**config.mk**
```make
export PLATFORM = sky130hd
export DESIGN_NAME = lcd_bus_decoder
export DESIGN_NICKNAME = d
export VERILOG_FILES = /design/src/rtl/lcd_bus_decoder.sv
export SDC_FILE = /design/constraint.sdc
export NUM_CORES = 1
export LEC_CHECK = 0
export ABC_AREA = 1
export BUFFER_PORTS_ARGS = -buffer_cell sky130_fd_sc_hd__buf_2
export CAP_MARGIN = 5
export CELL_PAD_IN_SITES_DETAIL_PLACEMENT = 1
export CELL_PAD_IN_SITES_GLOBAL_PLACEMENT = 2
export CORE_ASPECT_RATIO = 1.75
export CORE_MARGIN = 2
export CORE_UTILIZATION = 41
export CTS_CLUSTER_SIZE = 20
export DETAILED_ROUTE_END_ITERATION = 12
export PLACE_DENSITY_LB_ADDON = 0.15
export SLEW_MARGIN = 20
export SYNTH_ARGS = -nofsm -noshare
export SYNTH_HDL_FRONTEND = slang
export SYNTH_SLANG_ARGS = --single-unit
```
**constraint.sdc**
```tcl
create_clock -name clk -period 2.7 [get_ports clk]
set_input_delay 0.405 -clock clk [delete_from_list [all_inputs] [get_ports clk]]
set_output_delay 0.405 -clock clk [all_outputs]
set_load 0.02 [all_outputs]
```
**src/rtl/lcd_bus_decoder.sv**
```systemverilog
// Responder for an HD44780-style character-LCD bus: synchronizes the bus, latches
// transfers on the falling edge of E, and keeps a readable 2x16 shadow DDRAM.
module lcd_bus_decoder #(
  parameter int         SYNC_STAGES = 2,
  parameter logic [7:0] CLEAR_CHAR  = 8'h20,
  parameter int         ROW_LEN     = 16
) (
  input  logic       clk,
  input  logic       rst,
  input  logic       lcd_rs,
  input  logic       lcd_rw,
  input  logic       lcd_e,
  input  logic [7:0] lcd_data,
  input  logic [4:0] rd_index,
  output logic [7:0] rd_char,
  output logic [4:0] cursor_index,
  output logic       cursor_vis,
  output logic       disp_on,
  output logic       cursor_on,
  output logic       blink_on,
  output logic       entry_inc,
  output logic [2:0] func_bits,
  output logic       busy,
  output logic       cmd_stb,
  output logic       overrun,
  output logic [1:0] fsm_state
);

  localparam int DEPTH = 2 * ROW_LEN;

  typedef enum logic [1:0] {IDLE = 2'd0, EXEC = 2'd1, CLEAR = 2'd2} state_t;

  state_t      state;
  logic [10:0] sync_q [SYNC_STAGES];
  logic        e_prev;
  logic        rs_s, rw_s, e_s;
  logic [7:0]  data_s;
  logic        xfer;

  logic        cmd_rs, pend_rs, pend_valid, cgram_mode;
  logic [7:0]  cmd_data, pend_data;
  logic [6:0]  ac;
  logic [4:0]  sweep_idx;
  logic [7:0]  ddram [DEPTH];
  logic [5:0]  cur_map;
  logic        exec_clear, sweep_last, take_pend, direct, to_pend;

  // {visible, index} for an address-counter value on the 2-line map.
  function automatic logic [5:0] map_ac(input logic [6:0] a);
    if (a[6:4] == 3'b000) return {2'b10, a[3:0]};
    if (a[6:4] == 3'b100) return {2'b11, a[3:0]};
    return 6'b0;
  endfunction

  // Out-of-line addresses snap to the start of the next line regardless of direction.
  function automatic logic [6:0] step_ac(input logic [6:0] a, input logic inc);
    if (a >= 7'h28 && a <= 7'h3F) return 7'h40;
    if (a >= 7'h68) return 7'h00;
    if (inc) begin
      if (a == 7'h27) return 7'h40;
      if (a == 7'h67) return 7'h00;
      return a + 7'd1;
    end
    if (a == 7'h40) return 7'h27;
    if (a == 7'h00) return 7'h67;
    return a - 7'd1;
  endfunction

  assign {rs_s, rw_s, e_s, data_s} = sync_q[SYNC_STAGES-1];
  // Read cycles are not transfers: they neither strobe nor occupy the pending slot.
  assign xfer       = e_prev & ~e_s & ~rw_s;
  assign cur_map    = map_ac(ac);
  assign cursor_vis = cur_map[5];
  assign cursor_index = cur_map[4:0];
  assign busy       = (state == CLEAR);
  assign fsm_state  = state;

  assign exec_clear = !cmd_rs && (cmd_data == 8'h01);
  assign sweep_last = (sweep_idx == 5'(DEPTH - 1));
  assign take_pend  = pend_valid && ((state == IDLE) ||
                                     (state == EXEC && !exec_clear) ||
                                     (state == CLEAR && sweep_last));
  assign direct     = (state == IDLE) && !pend_valid && xfer;
  assign to_pend    = xfer && !direct;

  always_ff @(posedge clk or negedge rst) begin
    if (!rst) begin
      for (int i = 0; i < SYNC_STAGES; i++) sync_q[i] <= '0;
      e_prev <= 1'b0;
    end else begin
      sync_q[0] <= {lcd_rs, lcd_rw, lcd_e, lcd_data};
      for (int i = 1; i < SYNC_STAGES; i++) sync_q[i] <= sync_q[i-1];
      e_prev <= e_s;
    end
  end

  always_ff @(posedge clk or negedge rst) begin
    if (!rst) begin
      state      <= IDLE;
      cmd_rs     <= 1'b0;
      cmd_data   <= 8'h00;
      pend_rs    <= 1'b0;
      pend_data  <= 8'h00;
      pend_valid <= 1'b0;
      cgram_mode <= 1'b0;
      ac         <= 7'h00;
      sweep_idx  <= 5'd0;
      disp_on    <= 1'b0;
      cursor_on  <= 1'b0;
      blink_on   <= 1'b0;
      entry_inc  <= 1'b1;
      func_bits  <= 3'b011;
      cmd_stb    <= 1'b0;
      overrun    <= 1'b0;
      for (int i = 0; i < DEPTH; i++) ddram[i] <= CLEAR_CHAR;
    end else begin
      cmd_stb <= 1'b0;

      if (to_pend) begin
        if (pend_valid && !take_pend) begin
          overrun <= 1'b1;
        end else begin
          pend_rs    <= rs_s;
          pend_data  <= data_s;
          pend_valid <= 1'b1;
        end
      end else if (take_pend) begin
        pend_valid <= 1'b0;
      end

      case (state)
        IDLE: begin
          if (take_pend) begin
            cmd_rs   <= pend_rs;
            cmd_data <= pend_data;
            cmd_stb  <= 1'b1;
            state    <= EXEC;
          end else if (direct) begin
            cmd_rs   <= rs_s;
            cmd_data <= data_s;
            cmd_stb  <= 1'b1;
            state    <= EXEC;
          end
        end

        EXEC: begin
          if (cmd_rs) begin
            if (!cgram_mode) begin
              if (cur_map[5]) ddram[cur_map[4:0]] <= cmd_data;
              ac <= step_ac(ac, entry_inc);
            end
          end else begin
            casez (cmd_data)
              8'b1???????: begin ac <= cmd_data[6:0]; cgram_mode <= 1'b0; end
              8'b01??????: cgram_mode <= 1'b1;
              8'b001?????: func_bits <= cmd_data[4:2];
              8'b0001????: if (!cmd_data[3]) ac <= step_ac(ac, cmd_data[2]);
              8'b00001???: {disp_on, cursor_on, blink_on} <= cmd_data[2:0];
              8'b000001??: entry_inc <= cmd_data[1];
              8'b0000001?: begin ac <= 7'h00; cgram_mode <= 1'b0; end
              8'b00000001: begin ac <= 7'h00; entry_inc <= 1'b1; cgram_mode <= 1'b0; end
              default: ;
            endcase
          end
          if (exec_clear) begin
            sweep_idx <= 5'd0;
            state     <= CLEAR;
          end else if (take_pend) begin
            cmd_rs   <= pend_rs;
            cmd_data <= pend_data;
            cmd_stb  <= 1'b1;
          end else begin
            state <= IDLE;
          end
        end

        CLEAR: begin
          ddram[sweep_idx] <= CLEAR_CHAR;
          if (sweep_last) begin
            if (take_pend) begin
              cmd_rs   <= pend_rs;
              cmd_data <= pend_data;
              cmd_stb  <= 1'b1;
              state    <= EXEC;
            end else begin
              state <= IDLE;
            end
          end else begin
            sweep_idx <= sweep_idx + 5'd1;
          end
        end

        default: state <= IDLE;
      endcase
    end
  end

  // Readback sees the pre-write contents when a write hits the same index.
  always_ff @(posedge clk or negedge rst) begin
    if (!rst) rd_char <= 8'h20;
    else      rd_char <= ddram[rd_index];
  end

endmodule

```
After elaboration in Yosys (flattened, before gate mapping)
Index checks and enable logic that the tools add are counted.
- divide/modulo/power cells: 0
- bitwise operators: 12
- eq/ne operators: 26
- shift operators: 0
- magnitude comparators: 8
- mux-type cells: 190
- $mul: 0
- reduce and logical (&&, ||, !) cells: 41
- add/sub/neg operators: 3
- operator list (kind ; count):
    $mux 256 ; 3
    $pmux 256 s2 ; 1
    $mux 7 ; 46
    $bwmux 256 ; 1
    $and 224x224->224 ; 1
    $not 224->224 ; 1
    $mux 1 ; 108
    $demux 8 s5 ; 2
    $mux 8 ; 9
    $bmux 8 s5 ; 1
    $or 32x32->32 ; 1
    $mux 6 ; 4
    $pmux 8 s3 ; 1
    $pmux 7 s3 ; 1
    $ge 6x6->1 const B ; 3
    $not 5->6 ; 3
    $reduce_and 3->1 ; 6
    $ne 2x2->1 const B ; 8
    $eq 7x7->1 const B ; 2
    $lt 6x1->1 const B ; 2
    $reduce_and 4->1 ; 3
    $logic_and 1x1->1 ; 11
    $mux 2 ; 5
    $mux 5 ; 2
    other kinds (36) ; 55
- flip-flop bits (word level): 330
- memories kept: 0
- word-level logic and storage cells: 332
- RAM bits: 0
- bits in latches: 0
- input port bits: 18
- bits in read-only memories: 0

Longest topological paths before layout
- word-level depth: 41
- gate-level depth with buffers: 14
- depth with buffers taken out: 13

Worst setup path after synthesis
Ideal clock, no wire load.
- kind: reg2reg
- from: register state[0], in the netlist fsm_state[0]
- to: register ddram[189] (netlist name)
- buffers on the path: 1
- stages on the path, launching flop included: 9
- library setup time: 80 ps
- path slack: 724 ps
- arrival: 1896 ps
- cell sequence: dfrtp_1 -> inv_1 -> ha_1 -> inv_2 -> buf_2 -> a21oi_1 -> o21ai_1 -> inv_1 -> o22a_1
- word-level cells in the longest chain between the ends: 3
- elaborated cells on any way between the ends: 8
- classes of those cells: eq/ne: 5; mux: 1; reduce/logical: 2
- ends and longest elaborated chain (element ; line ; text):
    start, declared ; 33 ; state_t state;
    start signal, assigned ; 99 ; state <= IDLE;
    start signal, assigned ; 137 ; state <= EXEC;
    start signal, assigned ; 142 ; state <= EXEC;
    $eq 2x2->1 * ; - ;
    net busy ; 23 ; output logic busy,
    $reduce_bool 2->1 (no line) ; - ;
    $reduce_and 4->1 (no line) ; - ;
    end signal, assigned by index ; 149 ; if (cur_map[5]) ddram[cur_map[4:0]] <= cmd_data;
    end, declared ; 44 ; logic [7:0] ddram [DEPTH];
The timed path passes the listed nets; every way through them passes the cells marked *.
A chain may end at the register's enable or synchronous reset.

Worst setup path after layout
- from: register state[1], in the netlist fsm_state[1]
- to: register ddram[71] (netlist name)
- word-level cells in the longest chain between the ends: 3
- elaborated cells on any way between the ends: 8
- classes of those cells: eq/ne: 5; mux: 1; reduce/logical: 2
- ends and longest elaborated chain (element ; line ; text):
    $eq 2x1->1 or $eq 2x2->1 (tied branches) ; 131 ; case (state)
    $ne 2x2->1 (no line) or $reduce_bool 2->1 (tied branches) ; - ;
    $reduce_and 4->1 (no line) ; - ;
Parallel ways exist; a longest one is shown, timed or not.

==> metrics.cfg <==
[route]
num_vias = 14100
wl_um = 55500
wl_per_cell_um = 22.2
first_pass_iters = 4
detail-route-antenna-nets = 0
vias_per_cell = 5.63
drc = 0
drt_iter0_markers = 614

[logic_synthesis]
synth_edf_count = 0
synthAdderAreaFrac = 0.00937
yosysWarnings = 0
synthArstFlopShare = 1.00
synthCells = 1956
synth_ff_type = dfrtp_1
yosys.area_share.xor_xnor = 0.00219
syn-num-nets = 1986
muxShareOfSynthArea = 0
synth_top_family_by_area = compound AO/OA/AOI/OAI gates
ys_types = 43
synth_compound_area_frac = 0.215
yosysSeqAreaShare = 0.518
syn_avg_cell_area_um2 = 8.19
synthSimpleGateAreaFrac = 0.186
ys_ff_latch = 330
syn_area_mm2 = 0.0160

[floorplan]
die_y_um = 266
start_util = 0.416
fp.dieW_um = 153
io_pins = 44
core_mm2 = 0.0385
rows = 95
dieArea_mm2 = 0.0407

[grt]
grt_max_degree = 91
gr-total-overflow = 0
antenna_found_initial = 0
grt_pass1_vias = 14900
track_usage = 0.272
grt_pass1_wl_um = 86600

[place]
gp_congestion = 0.903
hpwl_um = 37300
portBuffers = 43

[cells_and_area]
mostFrequentLayoutCell = nand2_1
multiInputGateArea_mm2 = 0.00663
layout_common_cells = nand2_1 (385), o21ai_0 (314), dfrtp_1 (294)
fin_nets = 2018
area_delta_synth_final_pct = 13.1
nFillCells = 4665
diodes = 0
seqCellArea_mm2 = 0.00830
drive_above_1_share = 0.121

[timing]
maxSlewViolCount = 0
finalSetupViolCount = 0
period_needed_ns = 2.49
fin_skew_ns = 0.0222
worst_slew_pin_slew_ns = 0.783
final.period_utilization = 0.921
fmax_ghz = 0.402
rsz0062_at_grt = false
hold_viol = 0
final.setup.tns_ns = 0
maxSlewHeadroom = 0.474

[pwr]
leakage_nw = 8.07
pwr-share-comb = 0.337
max-vdd-ir-drop_uv = 660
netSwitchingFraction = 0.398
p_sw_w = 0.00721
seqPwrFrac = 0.393
fin_total_pwr_w = 0.0181
p_int_w = 0.0109
power-per-cell-area_mw_per_mm2 = 999
p_clk_frac = 0.270

[worst_setup_path]
cp-start-kind = flip-flop
cp_max_fo = 16
cp.required_ns = 3.09
endpoint_kind = flip-flop
rr_worst_depth = 10
crit_arrival_ns = 2.88
crit_type = reg -> reg

[clock_tree]
cts_buffers = 34
clockBufferDepth = 3
cts_tree = built
cts_root_buf = clkbuf_16
clock-sinks = 330
clk_pin_slew_ns = 0.07
htree_levels = 2
clk_latency_ns = 0.53

[run_status]
status = completed

[flow_run]
cap_violations = 0

[worst_hold_path]
hp-class = in -> reg
holdPathStages = 3

stage by stage:
stage                util  instances  cell area (um^2)  setup WS, ns  hold slack, ns
global placement    0.437       2423             16800         0.213           0.333
finish              0.471       2498             18100         0.212           0.253
global route        0.471       2498             18100        0.0674           0.254
floorplan               -       1956             16000         0.724           0.109
CTS                 0.470       2496             18100         0.115           0.217
detailed placement  0.437       2423             16800         0.157           0.338
routing by layer:
| layer | vias up | track usage | wire (um) |
|---|---|---|---|
| met5 | - | 0 | 0 |
| met4 | 0 | 0.109 | 2380 |
| met3 | 116 | 0.0256 | 1430 |
| met2 | 248 | 0.523 | 30200 |
| met1 | 7086 | 0.306 | 21500 |
| li1 | 6609 | - | - |
Yosys cell counts, types with 15 or more instances:
master | n | area share
dfstp_2 | 36 | 0.059
nand2_1 | 385 | 0.090
a21oi_1 | 126 | 0.039
o211ai_1 | 42 | 0.020
o22ai_1 | 66 | 0.026
buf_2 | 15 | 0.0047
nor2_1 | 202 | 0.047
o21ai_1 | 40 | 0.012
nand3_1 | 86 | 0.027
clkbuf_1 | 68 | 0.016
o21ai_0 | 314 | 0.098
dfrtp_1 | 294 | 0.46
inv_1 | 146 | 0.034
worst max-delay path, cell delays in order, from the launching register on:
cell and delay (ns):
dfrtp_1 0.42, inv_1 0.09, ha_1 0.24, inv_1 0.09, nor2_1 0.06, inv_1 0.28
nand3_4 0.35, a21oi_1 0.28, o21ai_1 0.31, nand2_1 0.14, o21ai_0 0.09
cell type report:
cell class	count	share of cell area
timing repair buffer	97	0.0456
sequential	330	0.458
multi-input combinational	1363	0.366
clock buffer	47	0.0558
tap	485	0.0335
clock inverter	14	0.00732
inverter	162	0.0338
logic make-up after synthesis:
| family | after synthesis |
|---|---|
| AND/OR/NAND/NOR | 720 |
| flip-flops | 330 |
| AO/OA/AOI/OAI | 626 |
| adder cells (fa/ha/maj) | 12 |
| XOR/XNOR | 4 |
| buffers and inverters | 264 |
path summary, 6_finish.rpt:
check | start | end | slack, ns
max | fsm_state[1] | ddram[71] | 0.21
min in group asynchronous | rst | ddram[14] | 0.44
min | rd_index[4] | rd_char[1] | 0.25
min reg2reg | sync_q[21] | rs_s | 0.35
max in group asynchronous | rst | ddram[253] | 1.44
max reg2reg | fsm_state[1] | ddram[71] | 0.21
sequential cells by signal, indices dropped and copies added (netlist names), 2 cells and up:
signal / cells
sweep_idx: 5
ddram: 256
pend_data: 8
rd_char: 8
func_bits: 3
sync_q: 11
cmd_data: 8
ac: 7
fsm_state: 2
data_s: 8
power groups by stage:
stage               Sequential [W]  Clock [W]  Combinational, W
floorplan                  0.00697          0           0.00395
global placement           0.00715          0           0.00583
detailed placement         0.00720          0           0.00596
CTS                        0.00712    0.00499           0.00600
global route               0.00726    0.00516           0.00678
finish                     0.00712    0.00489           0.00609
what timing repair did:
item / CTS / global route
resized for setup: 0 / 1
hold endpoints to repair: 57 / 0
hold buffers: 12 / 0
buffers inserted: 0 / 1
setup endpoints to repair: 0 / 76
Note: power is estimated with default switching activity, not from simulation.
